<file path="config.mk">
export PLATFORM = sky130hd
export DESIGN_NAME = turf_reg_arbiter
export DESIGN_NICKNAME = d
export VERILOG_FILES = /design/src/rtl/turf_reg_arbiter.sv
export SDC_FILE = /design/constraint.sdc
export NUM_CORES = 1
export LEC_CHECK = 0
export ABC_AREA = 1
export CORE_AREA = 2 2 83 144
export CTS_BUF_LIST = sky130_fd_sc_hd__clkbuf_16
export DETAILED_ROUTE_END_ITERATION = 8
export DIE_AREA = 0 0 85 146
export HOLD_SLACK_MARGIN = 0.05
export PLACE_DENSITY = 0.79
export SLEW_MARGIN = 30
export SYNTH_ARGS = -nofsm -noshare
export SYNTH_HDL_FRONTEND = slang
export SYNTH_SLANG_ARGS = --single-unit
</file>
<file path="constraint.sdc">
create_clock -name clk_i -period 1.8 [get_ports clk_i]
set_input_delay 0.18 -clock clk_i [delete_from_list [all_inputs] [get_ports clk_i]]
set_output_delay 0.18 -clock clk_i [all_outputs]
set_load 0.02 [all_outputs]
</file>
<file path="src/rtl/turf_reg_arbiter.sv">
`default_nettype none
// ============================================================================
//  Module      : turf_reg_arbiter
//  Description : Round-robin arbiter that shares the single TURF register
//                interface master (wr/rd/addr/bank/dat/ack) between NREQ
//                requesters. It latches the winning command for the whole
//                transaction, routes ack and read data back to the winner,
//                and aborts with an error flag if the TURF side never acks.
//  Revision    : 1.0 - initial release
// ============================================================================
module turf_reg_arbiter #(
    parameter int          NREQ     = 2,
    parameter int          TIMEOUT  = 255,
    parameter logic [31:0] ERR_DATA = 32'hDEADBEEF
) (
    input  logic                 clk_i,
    input  logic                 rst_i,
    input  logic [NREQ-1:0]      req_wr_i,
    input  logic [NREQ-1:0]      req_rd_i,
    input  logic [6*NREQ-1:0]    req_addr_i,
    input  logic [2*NREQ-1:0]    req_bank_i,
    input  logic [32*NREQ-1:0]   req_dat_i,
    output logic [31:0]          req_dat_o,
    output logic [NREQ-1:0]      req_ack_o,
    output logic [NREQ-1:0]      req_err_o,
    output logic                 if_wr_o,
    output logic                 if_rd_o,
    output logic [5:0]           if_addr_o,
    output logic [1:0]           if_bank_o,
    output logic [31:0]          if_dat_o,
    input  logic [31:0]          if_dat_i,
    input  logic                 if_ack_i,
    output logic                 busy_o,
    output logic [1:0]           grant_o
);

    localparam logic [1:0]  S_IDLE  = 2'd0;
    localparam logic [1:0]  S_ISSUE = 2'd1;
    localparam logic [1:0]  S_WAIT  = 2'd2;
    localparam logic [1:0]  S_DONE  = 2'd3;

    // Last WAIT count value before the transaction is declared dead.
    localparam logic [15:0] c_cnt_last = 16'(TIMEOUT - 1);

    // Registered state and outputs
    logic [1:0]  r_state;
    logic [1:0]  r_ptr;
    logic [1:0]  r_grant;
    logic        r_is_wr;
    logic [15:0] r_cnt;
    logic        r_if_wr;
    logic        r_if_rd;
    logic [5:0]  r_if_addr;
    logic [1:0]  r_if_bank;
    logic [31:0] r_if_dat;
    logic [31:0] r_req_dat;
    logic [NREQ-1:0] r_req_ack;
    logic [NREQ-1:0] r_req_err;

    // Requester fields widened to four slots so a 2-bit index is always legal
    logic [3:0]  w_req4;
    logic [3:0]  w_wr4;
    logic [5:0]  w_addr_a [4];
    logic [1:0]  w_bank_a [4];
    logic [31:0] w_dat_a  [4];

    logic        w_any;
    logic [1:0]  w_sel;
    logic [2:0]  w_sum;
    logic [1:0]  w_next_ptr;
    logic [3:0]  w_grant_1h;

    // Unpack the flat per-requester buses; a write strobe wins over read.
    always_comb begin
        for (int k = 0; k < 4; k++) begin
            w_req4[k]   = 1'b0;
            w_wr4[k]    = 1'b0;
            w_addr_a[k] = 6'd0;
            w_bank_a[k] = 2'd0;
            w_dat_a[k]  = 32'd0;
        end
        for (int k = 0; k < NREQ; k++) begin
            w_req4[k]   = req_wr_i[k] | req_rd_i[k];
            w_wr4[k]    = req_wr_i[k];
            w_addr_a[k] = req_addr_i[6*k +: 6];
            w_bank_a[k] = req_bank_i[2*k +: 2];
            w_dat_a[k]  = req_dat_i[32*k +: 32];
        end
    end

    // Round-robin pick: first active requester at or above the pointer.
    always_comb begin
        w_any = 1'b0;
        w_sel = 2'd0;
        w_sum = 3'd0;
        for (int i = 0; i < NREQ; i++) begin
            w_sum = {1'b0, r_ptr} + 3'(i);
            if (w_sum >= 3'(NREQ)) begin
                w_sum = w_sum - 3'(NREQ);
            end
            if (!w_any && w_req4[w_sum[1:0]]) begin
                w_any = 1'b1;
                w_sel = w_sum[1:0];
            end
        end
    end

    // Pointer advance past the winner and one-hot of the current grant.
    always_comb begin
        w_next_ptr = (w_sel == 2'(NREQ - 1)) ? 2'd0 : w_sel + 2'd1;
        w_grant_1h = 4'b0001 << r_grant;
    end

    // Transaction FSM with all outputs registered.
    always_ff @(posedge clk_i) begin
        if (rst_i) begin
            r_state   <= S_IDLE;
            r_ptr     <= 2'd0;
            r_grant   <= 2'd0;
            r_is_wr   <= 1'b0;
            r_cnt     <= 16'd0;
            r_if_wr   <= 1'b0;
            r_if_rd   <= 1'b0;
            r_if_addr <= 6'd0;
            r_if_bank <= 2'd0;
            r_if_dat  <= 32'd0;
            r_req_dat <= 32'd0;
            r_req_ack <= '0;
            r_req_err <= '0;
        end else begin
            // Completion flags are single-cycle pulses.
            r_req_ack <= '0;
            r_req_err <= '0;
            case (r_state)
                S_IDLE: begin
                    if (w_any) begin
                        r_grant   <= w_sel;
                        r_ptr     <= w_next_ptr;
                        r_is_wr   <= w_wr4[w_sel];
                        r_if_addr <= w_addr_a[w_sel];
                        r_if_bank <= w_bank_a[w_sel];
                        r_if_dat  <= w_dat_a[w_sel];
                        r_state   <= S_ISSUE;
                    end
                end
                S_ISSUE: begin
                    r_if_wr <= r_is_wr;
                    r_if_rd <= ~r_is_wr;
                    r_cnt   <= 16'd0;
                    r_state <= S_WAIT;
                end
                S_WAIT: begin
                    if (if_ack_i) begin
                        r_if_wr   <= 1'b0;
                        r_if_rd   <= 1'b0;
                        r_req_dat <= r_is_wr ? 32'd0 : if_dat_i;
                        r_req_ack <= w_grant_1h[NREQ-1:0];
                        r_state   <= S_DONE;
                    end else if (r_cnt == c_cnt_last) begin
                        r_if_wr   <= 1'b0;
                        r_if_rd   <= 1'b0;
                        r_req_dat <= r_is_wr ? 32'd0 : ERR_DATA;
                        r_req_ack <= w_grant_1h[NREQ-1:0];
                        r_req_err <= w_grant_1h[NREQ-1:0];
                        r_state   <= S_DONE;
                    end else begin
                        r_cnt <= r_cnt + 16'd1;
                    end
                end
                S_DONE: begin
                    // Hold here while a (possibly late) ack is still high.
                    if (!if_ack_i) begin
                        r_state <= S_IDLE;
                    end
                end
                default: begin
                    r_state <= S_IDLE;
                end
            endcase
        end
    end

    assign req_dat_o = r_req_dat;
    assign req_ack_o = r_req_ack;
    assign req_err_o = r_req_err;
    assign if_wr_o   = r_if_wr;
    assign if_rd_o   = r_if_rd;
    assign if_addr_o = r_if_addr;
    assign if_bank_o = r_if_bank;
    assign if_dat_o  = r_if_dat;
    assign busy_o    = (r_state != S_IDLE);
    assign grant_o   = r_grant;

endmodule
`default_nettype wire

</file>
== Word level (Yosys, flattened, before mapping) ==
Index checks and enable logic that the tools add are counted.
Operators by class
  $add $sub $neg: 5
  $lt $le $gt $ge: 6
  equality and inequality tests: 10
  shift operators: 1
  muxes and demuxes: 40
  bitwise logic cells: 5
  reductions and logical operators: 13
Operator list (number)
  $mux W32: 6
  $bmux W32 S2: 1
  $mux W16: 2
  $pmux W16 S2: 1
  $mux W2: 13
  $add A16 B1 Y16 const B: 1
  $eq A16 B8 Y1 const B: 1
  $bmux W6 S2: 1
  $mux W6: 2
  $lt A2 B3 Y1 const B: 3
  $ne A2 B2 Y1 const B: 4
  $pmux W2 S4: 1
  $mux W1: 7
  $bmux W1 S2: 3
  $reduce_and A2 Y1: 3
  $reduce_and A3 Y1: 2
  $reduce_bool A2 Y1: 3
  $bmux W2 S2: 1
  $eq A2 B1 Y1 const B: 2
  $eq A2 B2 Y1 const B: 2
  $pmux W1 S2: 2
  $sub A2 B2 Y2 const B: 2
  $add A2 B1 Y3 const B: 1
  $ge A3 B2 Y1 const B: 1
  other kinds (13): 15
Storage, ports and cells
  flip-flop bits (word level): 101
  bits of input ports: 119
  output and inout port bits: 81
  word-level logic and storage cells: 93

== Longest topological paths before layout ==
  depth after elaboration: 12
  depth in mapped cells: 11
  mapped depth without buffers: 11

== Worst setup path after synthesis ==
Ideal clock, no wire load.
  kind: flip-flop to flip-flop
  start: register r_state[0]
  end: register r_cnt[11]
  setup time: 0.138 ns
  arrival time: 1.440 ns
  data required time: 1.662 ns
  path slack: 0.222 ns
  stages on the path, launching flop included: 11
  path buffers: 2
  clock period less this slack: 1.578 ns
  path through: dfxtp_1 -> inv_1 -> ha_1 -> buf_4 -> inv_1 -> nand2_1 -> nand2_2 -> nand2_4 -> buf_6 -> nand2_1 -> a21oi_2
Between the ends
  word-level cells in the longest chain between the ends: 3
  elaborated cells on any way between the ends: 7
  those cells by class: 4 x eq/ne; 1 x mux; 2 x reduce/logical
RTL lines
  from (decl): line 46  | logic [1:0] r_state;
  from (signal assigned): line 117  | r_state <= S_IDLE;
  from (signal assigned): line 143  | r_state <= S_ISSUE;
  from (signal assigned): line 150  | r_state <= S_WAIT;
  $eq A2 B2 Y1 or $eq A2 B1 Y1 (tied branches): line 134  | case (r_state)
  $ne A2 B2 Y1 (no source line) or $reduce_bool A2 Y1 (tied branches)
  $reduce_and A3 Y1 (no source line)
  to (signal assigned): line 167  | r_cnt <= r_cnt + 16'd1;
  to (decl): line 50  | logic [15:0] r_cnt;
Several ways; a longest one is shown, not always the timed one.
A chain may end at the register's enable or synchronous reset.

== Final worst setup path ==
  start: register r_cnt[0]
  end: register r_req_dat[2], in the netlist req_dat_o[2]
Between the ends
  word-level cells in the longest chain between the ends: 3
RTL lines
  $eq A16 B8 Y1: line 159  | end else if (r_cnt == c_cnt_last) begin
  $reduce_bool A2 Y1 (no source line)
  $reduce_and A2 Y1 (no source line)
  to (signal assigned): line 156  | r_req_dat <= r_is_wr ? 32'd0 : if_dat_i;
  to (signal assigned): line 162  | r_req_dat <= r_is_wr ? 32'd0 : ERR_DATA;
  to (decl): line 56  | logic [31:0] r_req_dat;
No other way between the ends.

==> flow_metrics.tcl <==
set metrics [dict create \
    avgSynthCellArea_sq_um 7.28 \
    antenna_cells 0 \
    syn-num-nets 759 \
    io_pins 200 \
    routabilityCongestion 0.900 \
    cp.required_ns 2.01 \
    core_region_area_sq_mm 0.0112 \
    die_x_um 85 \
    reg2reg_slack_ns 0.10 \
    worst_pin_slew_ns 0.769 \
    post-route-period-util_pct 94.4 \
    powerDensity_mw_per_mm2 1200 \
    vias 5002 \
    min_path_type "input pin to flop" \
    critPathBufInv 1 \
    r2r_end "req_dat_o[2]" \
    area_growth_pct 51.7 \
    r2r_start "r_cnt[0]" \
    track_usage_pct 23.4 \
    ys_seq_area_share_pct 43.9 \
    cts_tree "built" \
    antenna_found_initial 0 \
    crit_type "flop to flop" \
    netlist_instances 633 \
    cp_top_family "simple AND/OR/NAND/NOR gates" \
    via_per_inst 5.24 \
    grt_max_degree 54 \
    critPathLaunchType "flop" \
    drtPass1Iterations 4 \
    hold_end "if_dat_o[7]" \
    finalClockSkew_ns 0.00869 \
    critPathMaxStageDelay_ns 0.35 \
    crit_arrival_ns 1.91 \
    grt_first_pass_wirelength_um 23500 \
    slew_headroom_pct 48.4 \
    vdd_drop_max_mv 0.773 \
    nets 943 \
    fillers 948 \
    status "completed" \
    wl_um 14800 \
    tns_ns 0 \
    hpwlAfterDp_um 11300 \
    max_freq_ghz 0.589 \
    final-max-slew-violation-count 0 \
    drc 0 \
    syn_area_sq_mm 0.00461 \
    hold_viol 0 \
    final-setup-viol-count 0 \
    worstPathCellList "inv_1 -> ha_1 -> nand3_1 -> nor2_2 -> nand2_2 -> nand2_4 -> nand2_8 -> a21oi_1 -> nor2_1" \
    holdPathStages 2 \
    timing.critical_path.slowest_stage_cell "dfxtp_2" \
    dp_slack_ns -0.0111 \
    dp_cells 938 \
    synth-seq-cells 101 \
    port_buffers 199 \
    min_period_ns 1.70 \
    hold-worst-slack_ns 0.206 \
    initial_core_util_pct 41.3 \
    min_from "rst_i" \
    post_drt_wl_per_cell_um 15.5 \
    layout.cells.non_filler 954 \
    die-area_sq_mm 0.0124 \
    crit_fanout 36 \
    cts.sinks 101 \
    cts_buffers 9 \
    std_cell_rows 51 \
    rsz0062_at_grt "yes" \
    grt_pass1_vias 5092 \
    drive_gt1_share_pct 7.79 \
    clkLatencyLatePin_ns 0.35 \
    final_antenna_net_count 0 \
    finalWorstSetupSlack_ns 0.102 \
    die_y_um 146 \
    worstSetupEndpointType "flop" \
    clock_path_buffers 2 \
    htreeDepth 3 \
    maxCapViolCount 0 \
    yosys_warnings 0 \
    r2r_cells 9 \
    hold_buffers 0 \
    p_leak_nw 2.61 \
    clkSlewWorstSetupHoldPaths_ns 0.07 \
    synth_cell_types 33 \
    grt-ovfl-total 0 \
    drt_iter0_markers 208 \
    root_buffer "clkbuf_16" \
]
==> report_power, final <==
| part | leakage (nW) | total, mW | internal [mW] | switching [mW] |
|---|---|---|---|---|
| registers | 0.825 | 3.00 | 2.71 | 0.290 |
| logic | 1.65 | 3.56 | 1.51 | 2.04 |
| clock network | 0.139 | 1.82 | 0.946 | 0.871 |
==> worst max path at each step <==
stage | start | to | slack, ns | cells after the start
2_1_floorplan | r_state[0] | r_cnt[11] | 0.22 | 10
3_3_place_gp | if_ack_i | req_dat_o[2] | 0.07 | 6
3_5_place_dp | r_cnt[0] | req_dat_o[2] | -0.01 | 9
4_1_cts | r_cnt[0] | req_dat_o[2] | 0.05 | 9
5_1_grt | r_state[0] | r_cnt[15] | -0.05 | 9
6_report | r_cnt[0] | req_dat_o[2] | 0.10 | 9
==> stage by stage <==
stage / util (%) / cell area, sq um / power [mW]
detailed placement: 59.9 / 6690 / 6.57
CTS: 62.5 / 6970 / 8.40
finish: 62.6 / 6990 / 8.37
global placement: 59.9 / 6690 / 6.47
global route: 62.6 / 6990 / 8.80
floorplan: - / 4610 / 4.98
==> sequential cells by signal (all words and copies together), names as in the netlist <==
register,cells
if_addr_o,6
r_is_wr,1
r_state,2
grant_o,2
req_err_o,2
req_dat_o,32
if_dat_o,32
r_ptr,2
req_ack_o,2
if_rd_o,1
r_cnt,16
if_bank_o,2
if_wr_o,1
==> area by class of cell <==
| class | count | area (sq um) | share of cell area [%] |
|---|---|---|---|
| Inverter | 29 | 109 | 1.56 |
| Tap cell | 132 | 165 | 2.36 |
| Multi-Input combinational cell | 465 | 2290 | 32.8 |
| Clock buffer | 9 | 225 | 3.22 |
| Sequential cell | 101 | 2020 | 28.9 |
| Clock inverter | 7 | 48.8 | 0.698 |
| Timing Repair Buffer | 211 | 2130 | 30.4 |
==> per-layer routing <==
metal	vias to the layer above	track usage [%]	routed length, um
met5	-	0	0
met2	184	44.0	8060
li1	2453	-	-
met1	2323	23.7	5340
met3	42	5.05	843
met4	0	11.3	568
==> Yosys cell counts <==
| master | instances | share of area (%) |
|---|---|---|
| inv_2 | 4 | 0.33 |
| nor3_1 | 3 | 0.33 |
| a21oi_2 | 10 | 1.9 |
| ha_1 | 7 | 1.9 |
| and2_1 | 1 | 0.14 |
| nand4_1 | 9 | 1.2 |
| a31oi_1 | 41 | 5.6 |
| nand3_2 | 1 | 0.22 |
| nand2_1 | 215 | 18 |
| buf_1 | 3 | 0.24 |
| nor3_2 | 2 | 0.43 |
| xor2_1 | 4 | 0.76 |
| nand2_2 | 7 | 0.95 |
| or2_2 | 2 | 0.27 |
| o21a_1 | 1 | 0.16 |
| nor2_1 | 55 | 4.5 |
| nand3_1 | 44 | 4.8 |
| o21ai_1 | 10 | 1.1 |
| inv_1 | 24 | 2.0 |
| nand2_4 | 4 | 0.98 |
| o21ai_0 | 19 | 2.1 |
| o211ai_1 | 12 | 2.0 |
| o2111a_1 | 1 | 0.24 |
| buf_2 | 10 | 1.1 |
| dfxtp_1 | 101 | 44 |
| buf_4 | 5 | 0.81 |
| nor2_2 | 4 | 0.54 |
| clkinv_1 | 1 | 0.081 |
| a21oi_1 | 10 | 1.1 |
| o2111ai_1 | 1 | 0.19 |
| buf_6 | 5 | 1.2 |
| clkbuf_1 | 15 | 1.2 |
| xnor2_1 | 2 | 0.38 |
==> repair_timing <==
action / CTS / global route
resized for setup: 2 / 5
endpoints found under the setup margin: 3 / 31
setup buffers: 0 / 0
hold endpoints to repair: 0 / 0
pin swaps: 0 / 1
==> layout by cell type (no fill, tap or decap), types with 3 or more instances in the layout <==
cell type and n:
clkbuf_16 9, o21ai_1 10, nor3_2 3, a31oi_1 41, a21oi_1 10, buf_12 4, ha_1 6, inv_1 25
dfxtp_1 100, clkinv_1 3, nand2_1 215, nand2_2 7, o21ai_0 19, xor2_1 4, nand4_1 9, buf_4 8
nor2_2 5, nand3_1 44, o211ai_1 12, inv_2 4, clkdlybuf4s50_1 197, a21oi_2 10, nor2_1 54
==> logic make-up after synthesis <==
family | share of synthesized area, %
AND/OR/NAND/NOR | 31.9
AO/OA/AOI/OAI | 14.3
flip-flops | 43.9
buffers and inverters | 6.95
adder cells (fa/ha/maj) | 1.90
XOR/XNOR | 1.14
No activity file was read; power rests on OpenSTA's default activity.
